==> src/rtl/shift_add_multiplier_pkg.sv <==
// Shared definitions for the shift-and-add multiplier.
//   - State encoding for the controller FSM (IDLE / RUN / DONE).
//   - cw_of(): width of the step counter needed to count 0..n.
package shift_add_multiplier_pkg;

  localparam logic [1:0] IDLE = 2'd0;
  localparam logic [1:0] RUN  = 2'd1;
  localparam logic [1:0] DONE = 2'd2;

  // Counter must hold values up to n, hence n+1 distinct codes.
  function automatic int cw_of(input int n);
    return $clog2(n + 1);
  endfunction

endpackage

==> src/rtl/shift_add_multiplier_adder.sv <==
// Plain unsigned adder shared by the multiplier datapath.
// Ports:
//   a, b : size-bit unsigned operands
//   sum  : size-bit sum. The caller sizes the operands one bit wider than
//          the data so that the carry is kept and nothing is lost.
module adder #(
  parameter int size = 33
) (
  input  logic [size-1:0] a,
  input  logic [size-1:0] b,
  output logic [size-1:0] sum
);

  assign sum = a + b;

endmodule

==> src/rtl/shift_add_multiplier.sv <==
// Multi-cycle unsigned shift-and-add multiplier.
// One partial product is added per clock through a single adder of width
// size+1, so the full 2*size product takes exactly size RUN cycles.
// Ports:
//   clk     : rising-edge clock
//   rst     : asynchronous active-high reset (aborts any operation)
//   start   : request, sampled only in IDLE
//   a, b    : multiplicand / multiplier, captured when start is accepted
//   product : registered 2*size-bit result, updated only on completion
//   busy    : high while in RUN
//   done    : one-cycle pulse in the cycle after product is updated
module shift_add_multiplier
  import shift_add_multiplier_pkg::*;
#(
  parameter int size = 32
) (
  input  logic              clk,
  input  logic              rst,
  input  logic              start,
  input  logic [size-1:0]   a,
  input  logic [size-1:0]   b,
  output logic [2*size-1:0] product,
  output logic              busy,
  output logic              done
);

  localparam int CW = cw_of(size);

  logic [1:0]      state;
  logic [1:0]      state_nxt;
  logic [size-1:0] hi;
  logic [size-1:0] lo;
  logic [size-1:0] mcand;
  logic [CW-1:0]   count;
  logic [size:0]   add_a;
  logic [size:0]   add_b;
  logic [size:0]   sum;
  logic            last;

  // The current step is the final one when count reaches size-1.
  assign last  = (count == CW'(size - 1));

  // lo[0] is the multiplier bit for this step; it gates the multiplicand.
  assign add_a = {1'b0, hi};
  assign add_b = lo[0] ? {1'b0, mcand} : '0;

  adder #(
    .size(size + 1)
  ) u_adder (
    .a   (add_a),
    .b   (add_b),
    .sum (sum)
  );

  always_ff @(posedge clk or posedge rst) begin
    if (rst) begin
      state <= IDLE;
    end else begin
      state <= state_nxt;
    end
  end

  always_comb begin
    state_nxt = state;
    case (state)
      IDLE:    if (start) state_nxt = RUN;
      RUN:     if (last)  state_nxt = DONE;
      DONE:    state_nxt = IDLE;
      default: state_nxt = IDLE;
    endcase
  end

  always_comb begin
    busy = (state == RUN);
    done = (state == DONE);
  end

  // Datapath: {hi,lo} shifts right one bit per step, with the adder's carry
  // entering at the top of hi and sum[0] dropping into the top of lo.
  always_ff @(posedge clk or posedge rst) begin
    if (rst) begin
      hi      <= '0;
      lo      <= '0;
      mcand   <= '0;
      count   <= '0;
      product <= '0;
    end else begin
      case (state)
        IDLE: begin
          if (start) begin
            mcand <= a;
            lo    <= b;
            hi    <= '0;
            count <= '0;
          end
        end
        RUN: begin
          hi    <= sum[size:1];
          lo    <= {sum[0], lo[size-1:1]};
          count <= count + CW'(1);
          if (last) begin
            product <= {sum[size:1], sum[0], lo[size-1:1]};
          end
        end
        default: ;
      endcase
    end
  end

endmodule

==> config.mk <==
export PLATFORM = sky130hd
export DESIGN_NAME = shift_add_multiplier
export DESIGN_NICKNAME = d
export VERILOG_FILES = /design/src/rtl/shift_add_multiplier_pkg.sv /design/src/rtl/shift_add_multiplier_adder.sv /design/src/rtl/shift_add_multiplier.sv
export SDC_FILE = /design/constraint.sdc
export NUM_CORES = 1
export LEC_CHECK = 0
export CORE_ASPECT_RATIO = 1.2
export CORE_MARGIN = 5
export CORE_UTILIZATION = 30
export DETAILED_ROUTE_END_ITERATION = 10
export GPL_TIMING_DRIVEN = 0
export SYNTH_ARGS = -nofsm -noshare
export SYNTH_HDL_FRONTEND = slang
export SYNTH_SLANG_ARGS = --single-unit
export TNS_END_PERCENT = 20
==> constraint.sdc <==
create_clock -name clk -period 9.4 [get_ports clk]
set_clock_uncertainty 0.05 [all_clocks]
set_input_delay 1.88 -clock clk [delete_from_list [all_inputs] [get_ports clk]]
set_output_delay 1.88 -clock clk [all_outputs]
set_load 0.02 [all_outputs]
# After elaboration in Yosys (flattened, before gate mapping)

Index checks and enable logic that the tools add are counted.

Flip-flop bits (word level): 168
Input port bits: 67
Output and inout bits: 66

Add/subtract/negate cells: 2
Equal/unequal tests: 5
Multiplexer cells: 10
Reduce and logical (&&, ||, !) cells: 6

Operators by type and width:

| cell                  | number |
|---|---|
| $pmux W32 S2          | 2 |
| $mux W32              | 3 |
| $add A32 B32 Y33      | 1 |
| $pmux W6 S2           | 1 |
| $reduce_and A2 Y1     | 4 |
| $add A6 B1 Y6 const B | 1 |
| $eq A6 B5 Y1 const B  | 1 |
| $mux W6               | 1 |
| $mux W2               | 2 |
| $pmux W2 S2           | 1 |
| $eq A2 B1 Y1 const B  | 1 |
| $eq A2 B2 Y1 const B  | 1 |
| $logic_not A2 Y1      | 1 |
| $ne A2 B1 Y1 const B  | 1 |
| $ne A2 B2 Y1 const B  | 1 |
| $reduce_bool A2 Y1    | 1 |

# Logic depth before layout (Yosys ltp)

Depth in word-level cells: 3
Mapped depth: 11

# By module

Synthesis repeated with hierarchy kept, for this count alone.

Cells, all modules: 766
Area, all modules: 8647.0 µm²

Modules (own cells, without submodules):

| module               | instances | cells each | area each (µm²) | sequential area each (µm²) |
|---|---|---|---|---|
| shift_add_multiplier | 1         | 491        | 6717.7          | 4204.0 |
| adder                | 1         | 275        | 1929.4          | 0.0 |

# Worst setup path after synthesis

No wires, ideal clock.

Kind: reg-to-output
From: register state[0]
To: output port done
Data arrival time: 1291 ps
Data required time: 7470 ps
Path slack: 6179 ps
Cell stages (with the launch flop): 5
Buffers on the path: 3
Path through: dfrtp_1 clkbuf_1 clkbuf_1 clkbuf_1 nor2b_1

Word-level cells in the longest chain between the ends: 1

Ends and longest elaborated chain:

| item                     | line                       | text |
|---|---|---|
| start: declaration       | shift_add_multiplier.sv:29 | `logic [1:0] state;` |
| start signal: assignment | shift_add_multiplier.sv:59 | `state <= state_nxt;` |
| $eq A2 B2 Y1             | shift_add_multiplier.sv:75 | `done = (state == DONE);` |
| end: declaration         | shift_add_multiplier.sv:24 | `output logic done` |

Every way passes these cells.

# Final worst setup path

Same ends and word-level chain as after synthesis.

==> out/results.tsv <==
stage	metric	value	unit
grt	antenna_found_initial	0	
worst_setup_path	cp_max_fo	10	
sta	finalCritPeriodShare	48.86	%
synth	synth_area_leader_cell	dfrtp_1	
synth	synthArstFlopShare	100.0	%
power_and_ir_drop	power.total	3.974	mW
floorplanning	initial_core_util	30.53	%
synth	yosysSeqAreaShare	46.23	%
synth	syn_inst	952	
power_and_ir_drop	p_leak	5.245	nW
synth	yosys_warnings	0	
sta	slew_headroom	44.99	%
placement	gp_congestion	0.8666	
worst_setup_path	crit_arrival	2.66	ns
grt	grt_pass1_wl	42.20	mm
clock_tree	clk_latency	0.43	ns
worst_setup_path	reg2reg_depth	11	
synth	synth_edf_count	0	
floorplanning	num_rows	69	
detailed_routing	wl_per_cell	17.41	µm
final_layout	area_delta_synth_final	27.08	%
job	drv_cap	0	
final_layout	antenna_cells	0	
final_layout	drive_gt1_share	9.848	%
power_and_ir_drop	power.density	343.9	nW/µm²
worst_setup_path	r2r-end	hi[21]	
clock_tree	post-cts-setup-buffer-count	0	
synth	ys_seq_elements	168	
floorplanning	ios	133	
sta	worst_slack	4.808	ns
placement	dp.cells	1475	
sta	rsz0062_at_grt	false	
floorplanning	die_area	33910	µm²
clock_tree	hold_buffers	0	
floorplanning	die_h	200.7	µm
worst_setup_path	cp.required	7.47	ns
detailed_routing	ant_nets	0	
synth	synth_top_cells_by_area	dfrtp_1 46%, nand2_1 8.1%, mux2_2 5.6%, ha_1 4.5%, a21oi_1 4.1%	
detailed_routing	drt_wl_total	26.23	mm
synth	synth_area	9094	µm²
floorplanning	core_area	29780	µm²
sta	final_max_slew_viol_count	0	
worst_setup_path	rrSetupSlack	5.93	ns
synth	syn_nets	1053	
detailed_routing	dr.pass1.iters	5	
sta	period_minus_slack	4.592	ns
clock_tree	cts_sinks	168	
grt	grt-ovfl-total	0	
sta	setup-violations-final	0	
sta	worst_pin_slew	0.8252	ns
clock_tree	clk_path_buf_depth	2	
floorplanning	fp.dieW	168.9	µm
clock_tree	cts-buffers-inserted	17	
worst_setup_path	worstSetupStartpointType	register	
outcome	status	finished, final reports clean	
final_layout	stdcell_count	1507	
grt	gr-usage-all-layers	15.45	%
placement	dp_hpwl	19.51	mm
clock_tree	path_clk_slew	0.07	ns
detailed_routing	post-route-drc-count	0	
clock_tree	root_buffer	clkbuf_16	
final_layout	nets	1205	
synth	synthFlopType	dfrtp_1	
power_and_ir_drop	ir_drop	135.6	µV
sta	fmax	217.7	MHz
grt	grt_start_max_net_pins	123	
worst_setup_path	crit_path_end	done	
detailed_routing	drt_iter0_markers	605	
sta	fin_hold_ws	0.4223	ns
detailed_routing	vias_per_cell	5.056	
grt	grt_pass1_vias	7813	
placement	pre_cts_ws	5.090	ns
synth	synth_top_area_share	46.23	%
worst_setup_path	r2r-start	lo[0]	
synth	synth_most_common_cell	nand2_1	
clock_tree	cts_tree	built	
detailed_routing	vias	7619	
clock_tree	htreeDepth	4	
synth	syn_area_per_cell	9.552	µm²
final_layout	num-fill-cells	3005	
sta	hold_viol	0	
placement	io_buffer_count	132	
min_path	hold_class	register to register	
synth	synth_common_cells	196 x nand2_1, 168 x dfrtp_1, 74 x a21oi_1, 60 x o21ai_0, 45 x mux2_2	
clock_tree	cts_resized	0	
worst_setup_path	end_kind	output port	
synth	synth_cell_types	71	
worst_setup_path	critPathLaunch	state[0]	
sta	tns	0	ns
worst_setup_path	worstSetupPathType	register to output port	
## routing by layer
layer	vias up	routed length, µm	global-route usage, %
met5	-	0	0
met4	0	429	3.595
met3	29	1201	2.895
met2	194	12720	26.33
met1	3704	11880	20.33
li1	3692	-	-
## report_power, final
part,switching (mW),internal (mW),total (mW)
logic,1.10,0.860,1.96
registers,0.206,1.06,1.26
clock network,0.325,0.429,0.753
total,1.63,2.35,3.97
## per-stage QoR
stage	util, %	instance area, µm²
2_1_floorplan	-	9094
3_3_place_gp	36.61	10900
3_5_place_dp	36.72	10940
4_1_cts	38.80	11560
5_1_grt	38.80	11560
6_report	38.80	11560
## cells by family after synthesis
logic type | Yosys count | synth area share (%)
XOR/XNOR | 20 | 1.926
AND/OR/NAND/NOR | 374 | 20.54
flip-flops | 168 | 46.23
multiplexers | 45 | 5.572
adder cells (fa/ha/maj) | 34 | 4.761
AO/OA/AOI/OAI | 234 | 17.17
buffers and inverters | 77 | 3.798
## worst min-delay path by stage
stage	startpoint	end	slack [ns]	depth (start not counted)
6_report	product[12]	product[12]	0.42	2
5_1_grt	product[17]	product[17]	0.44	2
4_1_cts	product[12]	product[12]	0.43	2
3_5_place_dp	product[23]	product[23]	0.41	2
3_3_place_gp	product[5]	product[5]	0.41	2
2_1_floorplan	count[5]	count[5]	0.40	1
## flip-flops by register name, indices dropped and copies added (netlist names)
register,flops
count,6
hi,32
lo,32
mcand,32
product,64
state,2
## worst max-delay path, stage by stage (launching register included)
cell and delay, ns:
dfrtp_1 0.43, clkbuf_1 0.35, clkbuf_1 0.37, clkbuf_1 0.41, nor2b_1 0.10, clkdlybuf4s50_1 0.57
## cells in the final DEF (no fill, tap or decap), drive strengths merged, types with 8 or more instances in the layout
cell type	Yosys	final
nor3	12	12
ha	33	33
xnor2	12	12
o21ai	66	66
and3b	32	32
mux2	45	45
nand2	196	196
inv	18	24
xor2	8	8
and2	34	34
nor2	27	27
clkdlybuf4s50	0	132
nand3	17	17
nand4	17	17
a21oi	75	75
buf	19	20
a22o	19	19
dfrtp	168	168
a211o	10	10
a21o	8	8
clkbuf	40	59
## cell type report
cell class                      count  area (µm²)  area share [%]
Buffer                             59       277.8           2.404
Clock buffer                       19       432.9           3.746
Clock inverter                     13       185.2           1.602
Inverter                           18       75.07          0.6496
Multi-Input combinational cell    707        4544           39.32
Sequential cell                   168        4204           36.38
Tap cell                          390       488.0           4.223
Timing Repair Buffer              133        1349           11.67
Note: power is estimated with default switching activity, not from simulation.
==> RTL edit 1: new RTL, same flow settings <==
Register the output `product` once more, with the module's reset; this adds one clock of latency there. The other outputs are not delayed to match. Comments in the files are not updated.
--- a/src/rtl/shift_add_multiplier.sv
+++ b/src/rtl/shift_add_multiplier.sv
@@ -26,4 +26,6 @@
 
   localparam int CW = cw_of(size);
+
+  logic [2*size-1:0] product_s0;
 
   logic [1:0]      state;
@@ -84,5 +86,5 @@
       mcand   <= '0;
       count   <= '0;
-      product <= '0;
+      product_s0 <= '0;
     end else begin
       case (state)
@@ -100,5 +102,5 @@
           count <= count + CW'(1);
           if (last) begin
-            product <= {sum[size:1], sum[0], lo[size-1:1]};
+            product_s0 <= {sum[size:1], sum[0], lo[size-1:1]};
           end
         end
@@ -108,4 +110,12 @@
   end
 
+  always_ff @(posedge clk or posedge rst) begin
+    if (rst) begin
+      product <= '0;
+    end else begin
+      product <= product_s0;
+    end
+  end
+
 endmodule
 
Function: same outputs for any inputs over 10 cycles, from zero or initial values and one cycle with rst high; that may be too few to reach the edited logic, so the function may still have changed.
==> RTL edit 1 against the original RTL <==
- power rose by 3.0%
- sequential cell count rose by 64
- maximum frequency fell by 9.8%
- synthesized area rose by 13%
- register-to-register slack got worse by 0.55 ns
- utilization fell by 0.17 points
- routed wire length rose by 4.6%
- critical path depth did not move
- setup slack got worse by 0.50 ns
- global-route usage fell by 1.2 points
- cell area rose by 14%
- cell count rose by 11%
==> RTL edit 1: results (changes against the original RTL) <==
* Post-Place Cell Area at 0.01224 sq mm (was 0.01094 sq mm)
* Crit-path max FO at 10 (unchanged)
* Status: complete, no violations (unchanged)
* Sequential element share of the synthesized area at 56.31% (was 46.23%)
* Dpl cells at 1626 (was 1475)
* Number of buffers added for setup after CTS at 0 (unchanged)
* Register-to-Register Setup Slack at 5.38 ns (was 5.93 ns)
* Routability Congestion at 0.8743 (was 0.8666)
* Num CTS Buffers at 26 (was 17)
* Total GRT Usage at 14.29% (was 15.45%)
* DPL Wire Length at 19890 um (was 19510 um)
* RR Startpoint: lo[0] (unchanged)
* Synth Warn # at 0 (unchanged)
* Total Routed Length at 27450 um (was 26230 um)
* CP max stage cell: clkdlybuf4s50_1 (unchanged)
* Hold Crit Class: register to register (unchanged)
* CTS max path bufs at 3 (was 2)
* Clock Pin Slew Worst Setup and Hold Paths at 0.06 ns
* Nets at 1299 (was 1205)
* N_diodes at 0 (unchanged)
* Synth async-reset ratio at 100.0% (unchanged)
* Post-synth top cells: nand2_1 (302), dfrtp_1 (232), o21ai_0 (68) (was nand2_1 (196), dfrtp_1 (168), a21oi_1 (74))
* Worst skew pair latency at 0.52 ns (was 0.43 ns)
* CP peak stage delay at 0.76 ns (was 0.57 ns)
* Initial antenna violation count at 0 (unchanged)
* Via/cell ratio at 4.709 (was 5.056)
* IO Port Bufs at 132 (unchanged)
* Least-Margin Pin Slew at 1.066 ns (was 0.8252 ns)
* Largest net degree at the start of global routing at 123 (unchanged)
* Detailed Routing Iterations Pass 1 at 7 (was 5)
* Wire per inst at 16.41 um (was 17.41 um)
* Synth Net Count at 1138 (was 1053)
* Hold Crit Start: product_s0[50] (was product[12])
* Hold Vio Cnt, Final at 0 (unchanged)
* Fraction of layout cells with a size suffix above 1 at 5.916% (was 9.848%)
* Max-cap violations at 0 (unchanged)
* Netlist cell types at 61 (was 71)
* Critical path startpoint: state[1] (was state[0])
* Vias in the first global route at 8102 (was 7813)
* Syn Inst Count at 1037 (was 952)
* Largest registers: product (64), product_s0 (64)
* Synth area leaders: dfrtp_1 (56%), nand2_1 (11%), ha_1 (4.0%), o21ai_0 (3.3%), a21oi_1 (3.2%) (was dfrtp_1 (46%), nand2_1 (8.1%), mux2_2 (5.6%), ha_1 (4.5%), a21oi_1 (4.1%))
* Peak VDD IR at 0.1558 mV (was 0.1356 mV)
* Gates resized, CTS repair at 0 (unchanged)
* CTS Root Cell: clkbuf_16 (unchanged)
* Global-route wire length before repair at 43920 um (was 42200 um)
* Maximum level of the CTS H-tree at 1 (was 4)
* Post-layout minimum cycle time at 5.090 ns (was 4.592 ns)
* Main synth FF type: dfrtp_1 (unchanged)
* Hold slack at 0.3207 ns (was 0.4223 ns)
* Setup WS pre-CTS at 4.793 ns (was 5.090 ns)
* DR iter-0 viols at 539 (was 605)
* Worst EP arrival at 3.16 ns (was 2.66 ns)
* Leakage power at 6.033 nW (was 5.245 nW)
-- RTL edit 1: cell types whose count changed in the layout (fill, tap and decap cells not counted), sizes merged, moves of 6 or more --
cell    unedited run  this run
nand2            196       302
dfrtp            168       232
clkbuf            59        92
mux2              45        13
buf               20         8
inv               24        12
a211o             10         3
nand3             17        10
o21ai             66        73
a21oi             75        69
a31oi              5        11
nand4             17        11
-- RTL edit 1: critical path, delay by kind of cell, from the launching register on --
family                 cells  cell delay (ns)
buffers and inverters      4             2.01
flip-flops                 1             0.37
AND/OR/NAND/NOR            1             0.26
-- RTL edit 1: where the power goes --
| group | internal (mW) | total [mW] | switching [mW] |
|---|---|---|---|
| Sequential | 1.42 | 1.64 | 0.219 |
| Combinational | 0.622 | 1.42 | 0.796 |
| Clock | 0.641 | 1.04 | 0.399 |
-- RTL edit 1: layout make-up --
type                       instances  area, sq um
clock buffer                      41        808.3
fill                            3449        20850
multi-input combinational        735         4229
buffer                            58        230.2
timing repair buffer             133         1349
sequential                       232         5806
inverter                          12        52.55
tap                              456        570.5
clock inverter                     6        82.58
-- RTL edit 1: logic make-up (layout without fill, tap and decap cells) --
| group | Yosys count | in the layout | synth area share, % |
|---|---|---|---|
| DFF | 232 | 232 | 56.31 |
| AOI/OAI and AO/OA | 219 | 219 | 13.33 |
| xor gates and xnor gates | 27 | 27 | 2.294 |
| muxes | 13 | 13 | 1.420 |
| buffers and inverters | 70 | 250 | 2.670 |
| and+or+nand+nor | 442 | 442 | 19.78 |
| adders and majority gates | 34 | 34 | 4.199 |
-- RTL edit 1: path summary, 6_finish.rpt --
| kind | to | cells past startpoint |
|---|---|---|
| worst min register to register | product[50] | 0 |
| worst max register to register | product_s0[55] | 10 |
| max in group asynchronous | product[55] | 3 |
| min in group asynchronous | product[27] | 2 |
| worst max-delay path | busy | 5 |
| worst min-delay path | product[50] | 0 |
-- RTL edit 1: through the flow --
stage          total power, mW  setup TNS, ns
2_1_floorplan            2.503              0
3_3_place_gp             3.041        -444.07
3_5_place_dp             3.076              0
4_1_cts                  4.144              0
5_1_grt                  4.367              0
6_report                 4.094              0
-- RTL edit 1: per-layer routing --
metal  GRT usage, %  up-vias  routed length, um
met1          19.26     3796              12030
met4          3.127        0                487
met5              0        -                  0
li1               -     3852                  -
met3          2.214       33               1549
met2          24.43      197              13380
==> RTL edit 2: new RTL, same flow settings <==
Without the edit above. Set the parameter `size` to 16 (it was 32).
--- a/src/rtl/shift_add_multiplier.sv
+++ b/src/rtl/shift_add_multiplier.sv
@@ -13,5 +13,5 @@
   import shift_add_multiplier_pkg::*;
 #(
-  parameter int size = 32
+  parameter int size = 16
 ) (
   input  logic              clk,
Ports: changed (resized a, b and product); port bits go from 133 to 69. The function was not compared with the original's and may differ.
==> RTL edit 2 against the original RTL <==
- sequential share of layout area grew 2.7 points
- power shrank 51%
- setup slack gained 0.23 ns
- routed wire length is 60% lower
- highest routed layer unchanged
- global-route usage decreased by 2.5 points
- cell area decreased by 52%
- sequential cell count down 81
- die area decreased by 50%
- synthesized area fell by 52%
==> RTL edit 2: results (changes against the original RTL) <==
* Hold Crit Start: product[7] (was product[12])
* Detailed Routing Iterations Pass 1 at 4 (was 5)
* Global-route wire length before repair at 17550 um (was 42200 um)
* Status: complete, no violations (unchanged)
* Leakage power at 2.524 nW (was 5.245 nW)
* Maximum level of the CTS H-tree at 3 (was 4)
* Clock Power at 0.360 mW (was 0.753 mW)
* Total Routed Length at 10590 um (was 26230 um)
* Post-synthesis mux area share at 6.655% (was 5.572%)
* Cell-internal power at 1.197 mW (was 2.347 mW)
* R2r endpoint: hi[15] (was hi[21])
* Post-synth top cells: dfrtp_1 (87), nand2_1 (78), o21ai_0 (33) (was nand2_1 (196), dfrtp_1 (168), a21oi_1 (74))
* DR vias at 3362 (was 7619)
* Max reg flops at 32 (was 64)
* Total GRT Usage at 12.93% (was 15.45%)
* Layout fillers at 1439 (was 3005)
* Seq group at 0.666 mW (was 1.26 mW)
* Sequential element share of the synthesized area at 50.13% (was 46.23%)
* Fraction of layout cells with a size suffix above 1 at 10.14% (was 9.848%)
* Routability Congestion at 0.8135 (was 0.8666)
* Worst skew pair latency at 0.34 ns (was 0.43 ns)
* DR iter-0 viols at 171 (was 605)
* Setup WS pre-CTS at 5.177 ns (was 5.090 ns)
* R2R cell count at 10 (was 11)
* Register-to-Register Setup Slack at 6.21 ns (was 5.93 ns)
* Post-Synth Adder-Cell Area at 5.647% (was 4.761%)
* Least-Margin Pin Slew at 0.5906 ns (was 0.8252 ns)
* Vias in the first global route at 3455 (was 7813)
* Netlist cell types at 47 (was 71)
* Hold Path Sink: product[7] (was product[12])
* Nets at 563 (was 1205)
* Wire per inst at 15.39 um (was 17.41 um)
* Pwr per Cell Area at 348.5 mW/mm^2 (was 343.9 mW/mm^2)
* Post-Place Cell Area at 0.005273 sq mm (was 0.01094 sq mm)
* Met3 usage at 2.751% (was 2.895%)
* Met1 Use GR at 17.10% (was 20.33%)
* Met1 WL at 4909 um (was 11880 um)
[RTL edit 2: cell count changes after synthesis, sizes merged, moves of 23 or more]
cell	unedited run	this run
clkbuf	40	17
nand2	196	78
o21ai	66	35
dfrtp	168	87
a21oi	75	29
and3b	32	0
[RTL edit 2: layout make-up]
type,count,area [sq um],share of cell area [%]
multi-input combinational,312,2047,36.75
timing repair buffer,69,708.2,12.71
inverter,6,25.02,0.4492
buffer,24,96.34,1.730
tap,175,219.0,3.931
clock buffer,10,239.0,4.290
sequential,87,2177,39.08
clock inverter,5,58.81,1.056
[RTL edit 2: how the worst max path moves through the flow]
stage,startpoint,end,slack (ns),depth (start not counted)
global placement,rst,product[1],3.80,2
floorplan,rst,count[0],5.22,1
CTS,state[1],busy,4.99,5
detailed placement,start,mcand[5],5.18,7
finish,state[1],busy,5.04,5
global route,state[1],busy,4.87,5
[RTL edit 2: tightest hold or removal path, stage by stage, from the launching register on]
cell and delay, ns:
dfrtp_1 0.34, nand2_1 0.05, nand2_1 0.05
